`src/rtl/demux_pkg.sv`:
```
// Shared types and helpers for the demux_deser serial-to-word steering block.
package demux_pkg;

    typedef enum logic {
        FILL = 1'b0,
        HOLD = 1'b1
    } state_t;

    localparam logic MODE_AUTO = 1'b0;
    localparam logic MODE_ADDR = 1'b1;

    // True when an l-bit pointer can address every one of n positions.
    function automatic bit log2n_ok(input int n, input int l);
        if (n <= 1) return (l >= 1);
        return (l >= $clog2(n));
    endfunction

endpackage

```
`src/rtl/demux_wr_slice.sv`:
```
// One word bit position: a data flop and a "written" mask flop.
module demux_wr_slice (
    input  logic clk,
    input  logic rst_n,
    input  logic i_we,
    input  logic i_clr,
    input  logic i_d,
    output logic o_data,
    output logic o_mask
);

    logic r_data;
    logic r_mask;

    // Clear touches only the mask; the data bit keeps its value until rewritten.
    always_ff @(posedge clk or negedge rst_n) begin
        if (!rst_n) begin
            r_data <= 1'b0;
            r_mask <= 1'b0;
        end else begin
            if (i_we) begin
                r_data <= i_d;
                r_mask <= 1'b1;
            end else if (i_clr) begin
                r_mask <= 1'b0;
            end
        end
    end

    assign o_data = r_data;
    assign o_mask = r_mask;

endmodule

```
`src/rtl/demux_deser.sv`:
```
// Steers a 1-bit stream into N positions (auto counter or addressed) and hands the word off
// with valid/ready. Optional out_parity output when DEMUX_DESER_PARITY_EN is defined.
module demux_deser
    import demux_pkg::*;
#(
    parameter int N     = 8,
    parameter int log2N = 3
) (
    input  logic             clk,
    input  logic             rst_n,
    input  logic             data_in,
    input  logic             in_valid,
    output logic             in_ready,
    input  logic             addr_mode,
    input  logic [log2N-1:0] sel,
    output logic [N-1:0]     data_out,
    output logic             out_valid,
    input  logic             out_ready,
    output logic [N-1:0]     fill_mask,
    output logic             err_oor,
`ifdef DEMUX_DESER_PARITY_EN
    output logic             out_parity,
`endif
    output state_t           dbg_state
);

    localparam logic [log2N:0]   N_W      = (log2N+1)'(N);
    localparam logic [log2N-1:0] PTR_LAST = log2N'(N - 1);

    generate
        if (!log2n_ok(N, log2N)) begin : g_bad_log2n
            $error("demux_deser: log2N too small for N");
        end
    endgenerate

    state_t           r_state;
    logic [log2N-1:0] r_ptr;
    logic             r_mode;
    logic             r_in_ready;
    logic             r_out_valid;
    logic             r_err_oor;

    logic             w_accept;
    logic             w_mode;
    logic [log2N-1:0] w_tgt;
    logic             w_in_range;
    logic             w_clr;
    logic             w_last;
    logic [N-1:0]     w_we;
    logic [N-1:0]     w_data;
    logic [N-1:0]     w_mask;

    // Handshake: a bit moves on a rising edge with in_valid && in_ready; a word moves with
    // out_valid && out_ready. in_ready and out_valid are mutually exclusive, one idle cycle between words.
    assign w_accept   = in_valid & r_in_ready;
    assign w_mode     = (w_mask == '0) ? addr_mode : r_mode;
    assign w_tgt      = (w_mode == MODE_ADDR) ? sel : r_ptr;
    assign w_in_range = ({1'b0, w_tgt} < N_W);
    assign w_clr      = r_out_valid & out_ready;
    assign w_last     = w_accept & (&(w_mask | w_we));

    generate
        for (genvar i = 0; i < N; i++) begin : g_slice
            localparam logic [log2N-1:0] IDX = log2N'(i);
            assign w_we[i] = w_accept & w_in_range & (w_tgt == IDX);
            demux_wr_slice u_slice (
                .clk    (clk),
                .rst_n  (rst_n),
                .i_we   (w_we[i]),
                .i_clr  (w_clr),
                .i_d    (data_in),
                .o_data (w_data[i]),
                .o_mask (w_mask[i])
            );
        end
    endgenerate

    always_ff @(posedge clk or negedge rst_n) begin
        if (!rst_n) begin
            r_state     <= FILL;
            r_ptr       <= '0;
            r_mode      <= MODE_AUTO;
            r_in_ready  <= 1'b1;
            r_out_valid <= 1'b0;
            r_err_oor   <= 1'b0;
        end else begin
            r_err_oor <= w_accept & ~w_in_range;
            if (w_accept && (w_mask == '0)) r_mode <= addr_mode;
            case (r_state)
                FILL: begin
                    if (w_accept && (w_mode == MODE_AUTO))
                        r_ptr <= (r_ptr == PTR_LAST) ? '0 : r_ptr + 1'b1;
                    if (w_last) begin
                        r_state     <= HOLD;
                        r_in_ready  <= 1'b0;
                        r_out_valid <= 1'b1;
                    end
                end
                HOLD: begin
                    if (w_clr) begin
                        r_state     <= FILL;
                        r_in_ready  <= 1'b1;
                        r_out_valid <= 1'b0;
                        r_ptr       <= '0;
                    end
                end
                default: r_state <= FILL;
            endcase
        end
    end

`ifdef DEMUX_DESER_PARITY_EN
    logic         r_parity;
    logic [N-1:0] w_data_next;

    // Parity must include the final bit landing on the same edge as FILL->HOLD.
    always_comb begin
        w_data_next = w_data;
        for (int i = 0; i < N; i++) begin
            if (w_we[i]) w_data_next[i] = data_in;
        end
    end

    always_ff @(posedge clk or negedge rst_n) begin
        if (!rst_n) begin
            r_parity <= 1'b0;
        end else if ((r_state == FILL) && w_last) begin
            r_parity <= ^w_data_next;
        end else if (w_clr) begin
            r_parity <= 1'b0;
        end
    end

    assign out_parity = r_parity;
`endif

    assign in_ready  = r_in_ready;
    assign out_valid = r_out_valid;
    assign data_out  = w_data;
    assign fill_mask = w_mask;
    assign err_oor   = r_err_oor;
    assign dbg_state = r_state;

endmodule

```
`config.mk`:
```
export PLATFORM = sky130hd
export DESIGN_NAME = demux_deser
export DESIGN_NICKNAME = d
export VERILOG_FILES = /design/src/rtl/demux_pkg.sv /design/src/rtl/demux_wr_slice.sv /design/src/rtl/demux_deser.sv
export SDC_FILE = /design/constraint.sdc
export NUM_CORES = 1
export LEC_CHECK = 0
export ABC_AREA = 1
export BUFFER_PORTS_ARGS = -buffer_cell sky130_fd_sc_hd__buf_2
export CAP_MARGIN = 25
export CORE_UTILIZATION = 48
export CTS_CLUSTER_SIZE = 24
export DETAILED_ROUTE_END_ITERATION = 6
export PLACE_DENSITY = 0.81
export RECOVER_POWER = 25
export SKIP_CTS_REPAIR_TIMING = 1
export SLEW_MARGIN = 0
export SYNTH_ARGS = -nofsm -noshare
export SYNTH_HDL_FRONTEND = slang
export SYNTH_SLANG_ARGS = --single-unit
export TNS_END_PERCENT = 100
```
`constraint.sdc`:
```
create_clock -name clk -period 1.54 [get_ports clk]
set_input_delay 0.077 -clock clk [delete_from_list [all_inputs] [get_ports clk]]
set_output_delay 0.077 -clock clk [all_outputs]
set_load 0.01 [all_outputs]
```
# After elaboration in Yosys (flattened, before gate mapping)
# Index checks and enable logic that the tools add are counted.
# totals
register_bits	23
inputBits	9
output_inout_bits	20
wordCells	85
# op_classes
bitwise	14
reduce_logical	15
eq_ne	11
n_mux	23
add_sub_neg	1
# op_table
operator	n
$reduce_bool 2->1	8
$eq 3x3->1 const B	5
$mux 1	15
$mux 3	4
$and 1x1->1	11
$logic_not 8->1	1
$or 8x8->8	1
$reduce_and 8->1	1
$eq 3x2->1 const B	2
$pmux 1 s2	3
$pmux 3 s2	1
$ne 2x2->1 const B	2
$reduce_and 2->1	2
$add 3x1->3 const B	1
$eq 3x1->1 const B	1
$logic_not 3->1	1
$logic_and 1x1->1	2
$ne 2x1->1 const B	1
$not 1->1	2

# Depth between registers and ports, before layout
# depth
depth_word	10
mapped_depth	13

# By module
# A second synthesis with hierarchy kept.
# unflattened
cells_unflattened	178
area_unflattened_um2	1287.5
# by_module_without_submodules
module	cells_per_inst	instances	area_each_um2
demux_deser	106	1	676.9
demux_wr_slice	9	8	76.3

# Worst setup path before layout
# Ideal clock, no wire load.
# synth_timing
kind	register -> register
startpoint	register g_slice[7].u_slice.r_mask
endpoint	register r_state, in the netlist dbg_state
path_stages_with_launch	12
setup_ns	0.065
slack_ns	-0.101
t_arrival_ns	1.576
period_less_slack_ns	1.641
path_cell_list	dfrtp_1 nor2_2 nand2_4 o21ai_4 nand3_2 a21oi_4 nand2_1 nand2_1 nand2_1 nor2_2 nand2_1 nand2_1
# synth_via
elab_chain_len	10
# synth_lines
element	line_no	rtl
start, declared	demux_wr_slice.sv:13	logic r_mask;
start signal, assigned	demux_wr_slice.sv:19	r_mask <= 1'b0;
start signal, assigned	demux_wr_slice.sv:23	r_mask <= 1'b1;
start signal, assigned	demux_wr_slice.sv:25	r_mask <= 1'b0;
$logic_not 8->1	demux_deser.sv:56	assign w_mode = (w_mask == '0) ? addr_mode : r_mode;
$mux 1	demux_deser.sv:56	
$mux 3	demux_deser.sv:57	assign w_tgt = (w_mode == MODE_ADDR) ? sel : r_ptr;
$eq 3x1->1, or another cell as far along	demux_deser.sv:65	assign w_we[i] = w_accept & w_in_range & (w_tgt == IDX);
$and 1x1->1	demux_deser.sv:65	
$or 8x8->8 (*)	demux_deser.sv:60	assign w_last = w_accept & (&(w_mask | w_we));
$reduce_and 8->1 (*)	demux_deser.sv:60	
$and 1x1->1 (*)	demux_deser.sv:60	
$mux 1 (*)	demux_deser.sv:93	if (w_last) begin
$pmux 1 s2 (*)	demux_deser.sv:89	case (r_state)
end signal, assigned	demux_deser.sv:94	r_state <= HOLD;
end signal, assigned	demux_deser.sv:101	r_state <= FILL;
end signal, assigned	demux_deser.sv:107	default: r_state <= FILL;
end, declared	demux_deser.sv:36	state_t r_state;
# Mark *: on every way between the ends. The rest lies on a longest branch, timed or not.
# A chain may end at the register's enable or synchronous reset.

# Worst setup path after layout
# layout_timing
startpoint	register g_slice[3].u_slice.r_mask
endpoint	register r_state, in the netlist dbg_state
# layout_via
elab_chain_len	10
# layout_lines
element	line_no
start, declared	demux_wr_slice.sv:13
start signal, assigned	demux_wr_slice.sv:19
start signal, assigned	demux_wr_slice.sv:23
start signal, assigned	demux_wr_slice.sv:25
$logic_not 8->1	demux_deser.sv:56
$mux 1	demux_deser.sv:56
$mux 3	demux_deser.sv:57
$eq 3x1->1, or another cell as far along	demux_deser.sv:65
$and 1x1->1	demux_deser.sv:65
$or 8x8->8 (*)	demux_deser.sv:60
$reduce_and 8->1 (*)	demux_deser.sv:60
$and 1x1->1 (*)	demux_deser.sv:60
$mux 1 (*)	demux_deser.sv:93
$pmux 1 s2 (*)	demux_deser.sv:89
# Marks and branches as above.

==> metrics.sh <==
STATUS='complete, but fails checks'
VIOLATIONS_IN_THE_FINAL_REPORTS='setup timing'
FINAL.MIN_CLOCK_PERIOD_NS=1.87
FLIP_FLOP_AND_LATCH_COUNT_AFTER_SYNTHESIS=23
GRT_SETUP_UNREPAIRED='yes'
FRACTION_OF_LAYOUT_CELLS_WITH_A_SIZE_SUFFIX_ABOVE_1=0.443
POST_DRT_VIA_CELL_RATIO=4.88
GRT_MAX_DEGREE=24
VDD_IR_DROP_MAX_V=0.00115
FINCLKSKEW_NS=0.0207
YS.FLOP_TYPE='sky130_fd_sc_hd__dfrtp_1'
HOLD_DEPTH=4
PLACE.PORT_BUFFERS=27
CRIT-REG2REG-LAUNCH='g_slice[3].u_slice.o_mask'
COMB_POWER_SHARE=0.617
NUMCTSBUFFERS=3
NUMBER_OF_ENABLE_FLIP_FLOP_CELLS_AFTER_SYNTHESIS=0
GRT_PASS1_VIAS=1013
GRT_PASS1_WL_UM=4440
DESIGN.PORTCOUNT=29
WORST_R2R_PATH_DEPTH=13
FINAL_SLEW_VIOLATIONS=0
MAX-CAP-VIOLATIONS=0
WORSTSETUPSTARTPOINTTYPE='flip-flop'
CORE_AREA_MM2=0.00257
DIE_X_UM=55.0
SYN_AVG_CELL_AREA_UM2=8.38
GLOBAL_ROUTE.USAGE.TOTAL=0.208
LAYOUT-AREA-OVERHEAD-VS-SYNTH_PCT=25.0
POSTSYNTH.ASYNCRESETSHARE=1.00
CTS.SINKS=23
GRT_REMAINING_OVERFLOW=0
FLOORPLAN.INITIALDENSITY=0.525
CLKPWRFRAC=0.089
ANT_DIODES=0
DESIGN.DIE.AREA_MM2=0.00303
TIMING.FINAL.WS_SETUP_NS=-0.327
FP.DIEH_UM=55.0
HOLD_PATH.CLASS='input port to flip-flop'
FIN_NETS=215
FMAX_GHz=0.536
SWITCHINGPOWER_uW=1600
CLKSLEWWORSTSETUPHOLDPATHS_NS=0.15
WORST_HOLD_ENDPOINT='dbg_state'
ANTENNA_FOUND_INITIAL=0
SYN_NETS=172
DETAIL-ROUTE-ANTENNA-NETS=0
FINALCRITPERIODSHARE=1.21
R2R_SETUP_SLACK_NS=-0.33
PWR_DENSITY_CELL_mW_PER_MM2=2050
HTREE_NUM_LEVELS=1
DR_TOTAL_VIAS=1137
TIMING_HOLD_VIOLATIONS_FINAL=0
PLACE.DETAILED.HPWL_UM=2130
SETUP-TNS-FINAL_NS=-3.87
YOSYS_WARNINGS=0
SYNTHESIS.INSTANCES=161
YOSYSUNIQUECELLTYPES=22
STD_CELL_ROWS=18
TIGHTESTPINTRANSITION_NS=0.581
CRITICAL_PATH_PEAK_FANOUT=4
ROUTED_WIRELENGTH_UM=3020
MIN_FROM='out_ready'
AVERAGE_WIRE_PER_CELL_IN_THE_ROUTED_DESIGN_UM=13.0
CLOCK_LATENCY_ON_THE_WORST_SKEW_PAIR_NS=0.35
R2R_END='dbg_state'
DRCVIOLATIONCOUNT=0
FINALSETUPVIOLCOUNT=19
CLOCKROOTBUFFER='sky130_fd_sc_hd__clkbuf_4'
TRITONCTS='done'
POWER.LEAKAGE_uW=0.000940
CRITICALPATHCATEGORY='flip-flop to flip-flop'
SETUP.WORST_PATH.END_CLASS='flip-flop'
SW_FRAC_OF_TOTAL=0.462
SYNTH.CELL_AREA_MM2=0.00135
YOSYSSEQAREASHARE=0.428
DETAILEDROUTE.FIRSTITERATIONVIOLATIONS=25
CRITICAL_PATH_REQUIRED_NS=1.77
CRIT_ARRIVAL_NS=2.10
CTS.PATH.MAX_BUFFERS=2
POSTLAYOUTCOREUTIL=0.657
DETAIL_ROUTE.FIRST_PASS.ITERATIONS=4
P_SEQ_FRAC=0.294
FINALWEIGHTEDCONGESTION=0.815
CELL_INTERNAL_PWR_uW=1860
FINAL.HOLD.WORST_SLACK_NS=0.0219
SLEW_MARGIN_REL=0.612
-- flip-flops by register name, indices dropped and copies added (netlist names) --
| register | cells |
|---|---|
| dbg_state | 1 |
| g_slice.u_slice.o_mask | 8 |
| out_valid | 1 |
| r_mode | 1 |
| r_ptr | 3 |
| g_slice.u_slice.o_data | 8 |
| in_ready | 1 |
-- per-layer routing --
| metal | global-route usage | up-vias | wire, µm | share of wire |
|---|---|---|---|---|
| met2 | 0.341 | 27 | 1500 | 0.49 |
| met1 | 0.269 | 528 | 1370 | 0.45 |
| met4 | 0.0917 | 0 | 57 | 0.019 |
| met3 | 0.0301 | 5 | 104 | 0.034 |
| li1 | - | 577 | - | - |
| met5 | 0 | - | 0 | 0 |
-- worst max-delay path, cell delays in order (launching register included) --
cell and delay (ns):
sky130_fd_sc_hd__dfrtp_1 0.41, sky130_fd_sc_hd__nor2_2 0.16, sky130_fd_sc_hd__nand2_4 0.12, sky130_fd_sc_hd__o21ai_4 0.23
sky130_fd_sc_hd__buf_4 0.15, sky130_fd_sc_hd__nand3_1 0.08, sky130_fd_sc_hd__nand2_2 0.14, sky130_fd_sc_hd__nor2_4 0.05
sky130_fd_sc_hd__nand2_1 0.09, sky130_fd_sc_hd__nand2_1 0.08, sky130_fd_sc_hd__nand3_2 0.08, sky130_fd_sc_hd__nor2_2 0.04
sky130_fd_sc_hd__nand2_1 0.07, sky130_fd_sc_hd__nand2_1 0.05
-- stage by stage --
stage	instance area [µm²]	instances	worst slack, ns	power, µW
6_report	1690	233	-0.327	3460
5_1_grt	1690	233	-0.451	3740
4_1_cts	1550	222	-0.281	3040
3_5_place_dp	1520	218	-0.231	2730
3_3_place_gp	1520	218	-0.184	2660
2_1_floorplan	1350	161	-0.0984	2350
-- Yosys cell counts, types with 2 or more instances --
cell type                  n  area [µm²]
sky130_fd_sc_hd__nand2_1  40         150
sky130_fd_sc_hd__dfrtp_1  22         551
sky130_fd_sc_hd__inv_1    19        71.3
sky130_fd_sc_hd__buf_4    17         128
sky130_fd_sc_hd__o21ai_0  17        85.1
sky130_fd_sc_hd__nand3_1   9        45.0
sky130_fd_sc_hd__nor2_2    7        43.8
sky130_fd_sc_hd__nor2_1    6        22.5
sky130_fd_sc_hd__nand2_2   3        18.8
sky130_fd_sc_hd__nand2_4   3        33.8
sky130_fd_sc_hd__nand3_2   3        30.0
sky130_fd_sc_hd__a21oi_1   2        10.0
sky130_fd_sc_hd__ha_1      2        25.0
sky130_fd_sc_hd__o21ai_4   2        32.5
sky130_fd_sc_hd__o22ai_1   2        12.5
-- power groups by stage --
stage               Clock, µW  Combinational (µW)  Sequential [µW]
floorplan                   0                1350             1000
global placement            0                1660             1000
detailed placement          0                1710             1020
CTS                       310                1730             1010
global route              334                2360             1040
finish                    309                2130             1010
-- worst max-delay path by stage --
stage,start,end,depth (start not counted)
after floorplan,g_slice[3].u_slice.o_mask,dbg_state,11
after global placement,g_slice[3].u_slice.o_mask,dbg_state,11
after detailed placement,g_slice[2].u_slice.o_mask,dbg_state,11
after CTS,g_slice[3].u_slice.o_mask,dbg_state,11
after global routing,g_slice[5].u_slice.o_mask,dbg_state,13
final,g_slice[3].u_slice.o_mask,dbg_state,13
-- final cells by class --
class                           count  area (µm²)
Clock buffer                        3        22.5
Multi-Input combinational cell    102         626
Tap cell                           30        37.5
Clock inverter                      1        5.00
Inverter                           19        71.3
Fill cell                         202         881
Timing Repair Buffer               55         348
Sequential cell                    23         577
-- logic make-up after synthesis --
kind of cell | share of synthesized area
simple gates | 0.288
flops | 0.428
compound gates | 0.116
fa+ha+maj | 0.0185
buf+inv | 0.147
other cells | 0.00278
-- cell usage in the layout, fill, tap and decap left out, drive strengths merged --
| cell | count |
|---|---|
| a21oi | 3 |
| buf | 53 |
| clkbuf | 4 |
| clkinv | 1 |
| conb | 1 |
| dfrtp | 22 |
| dfstp | 1 |
| dlygate4sd3 | 1 |
| ha | 2 |
| inv | 19 |
| nand2 | 46 |
| nand3 | 12 |
| nand3b | 1 |
| nor2 | 15 |
| nor3 | 1 |
| o21ai | 19 |
| o22ai | 2 |
Note: power is estimated with default switching activity, not from simulation.
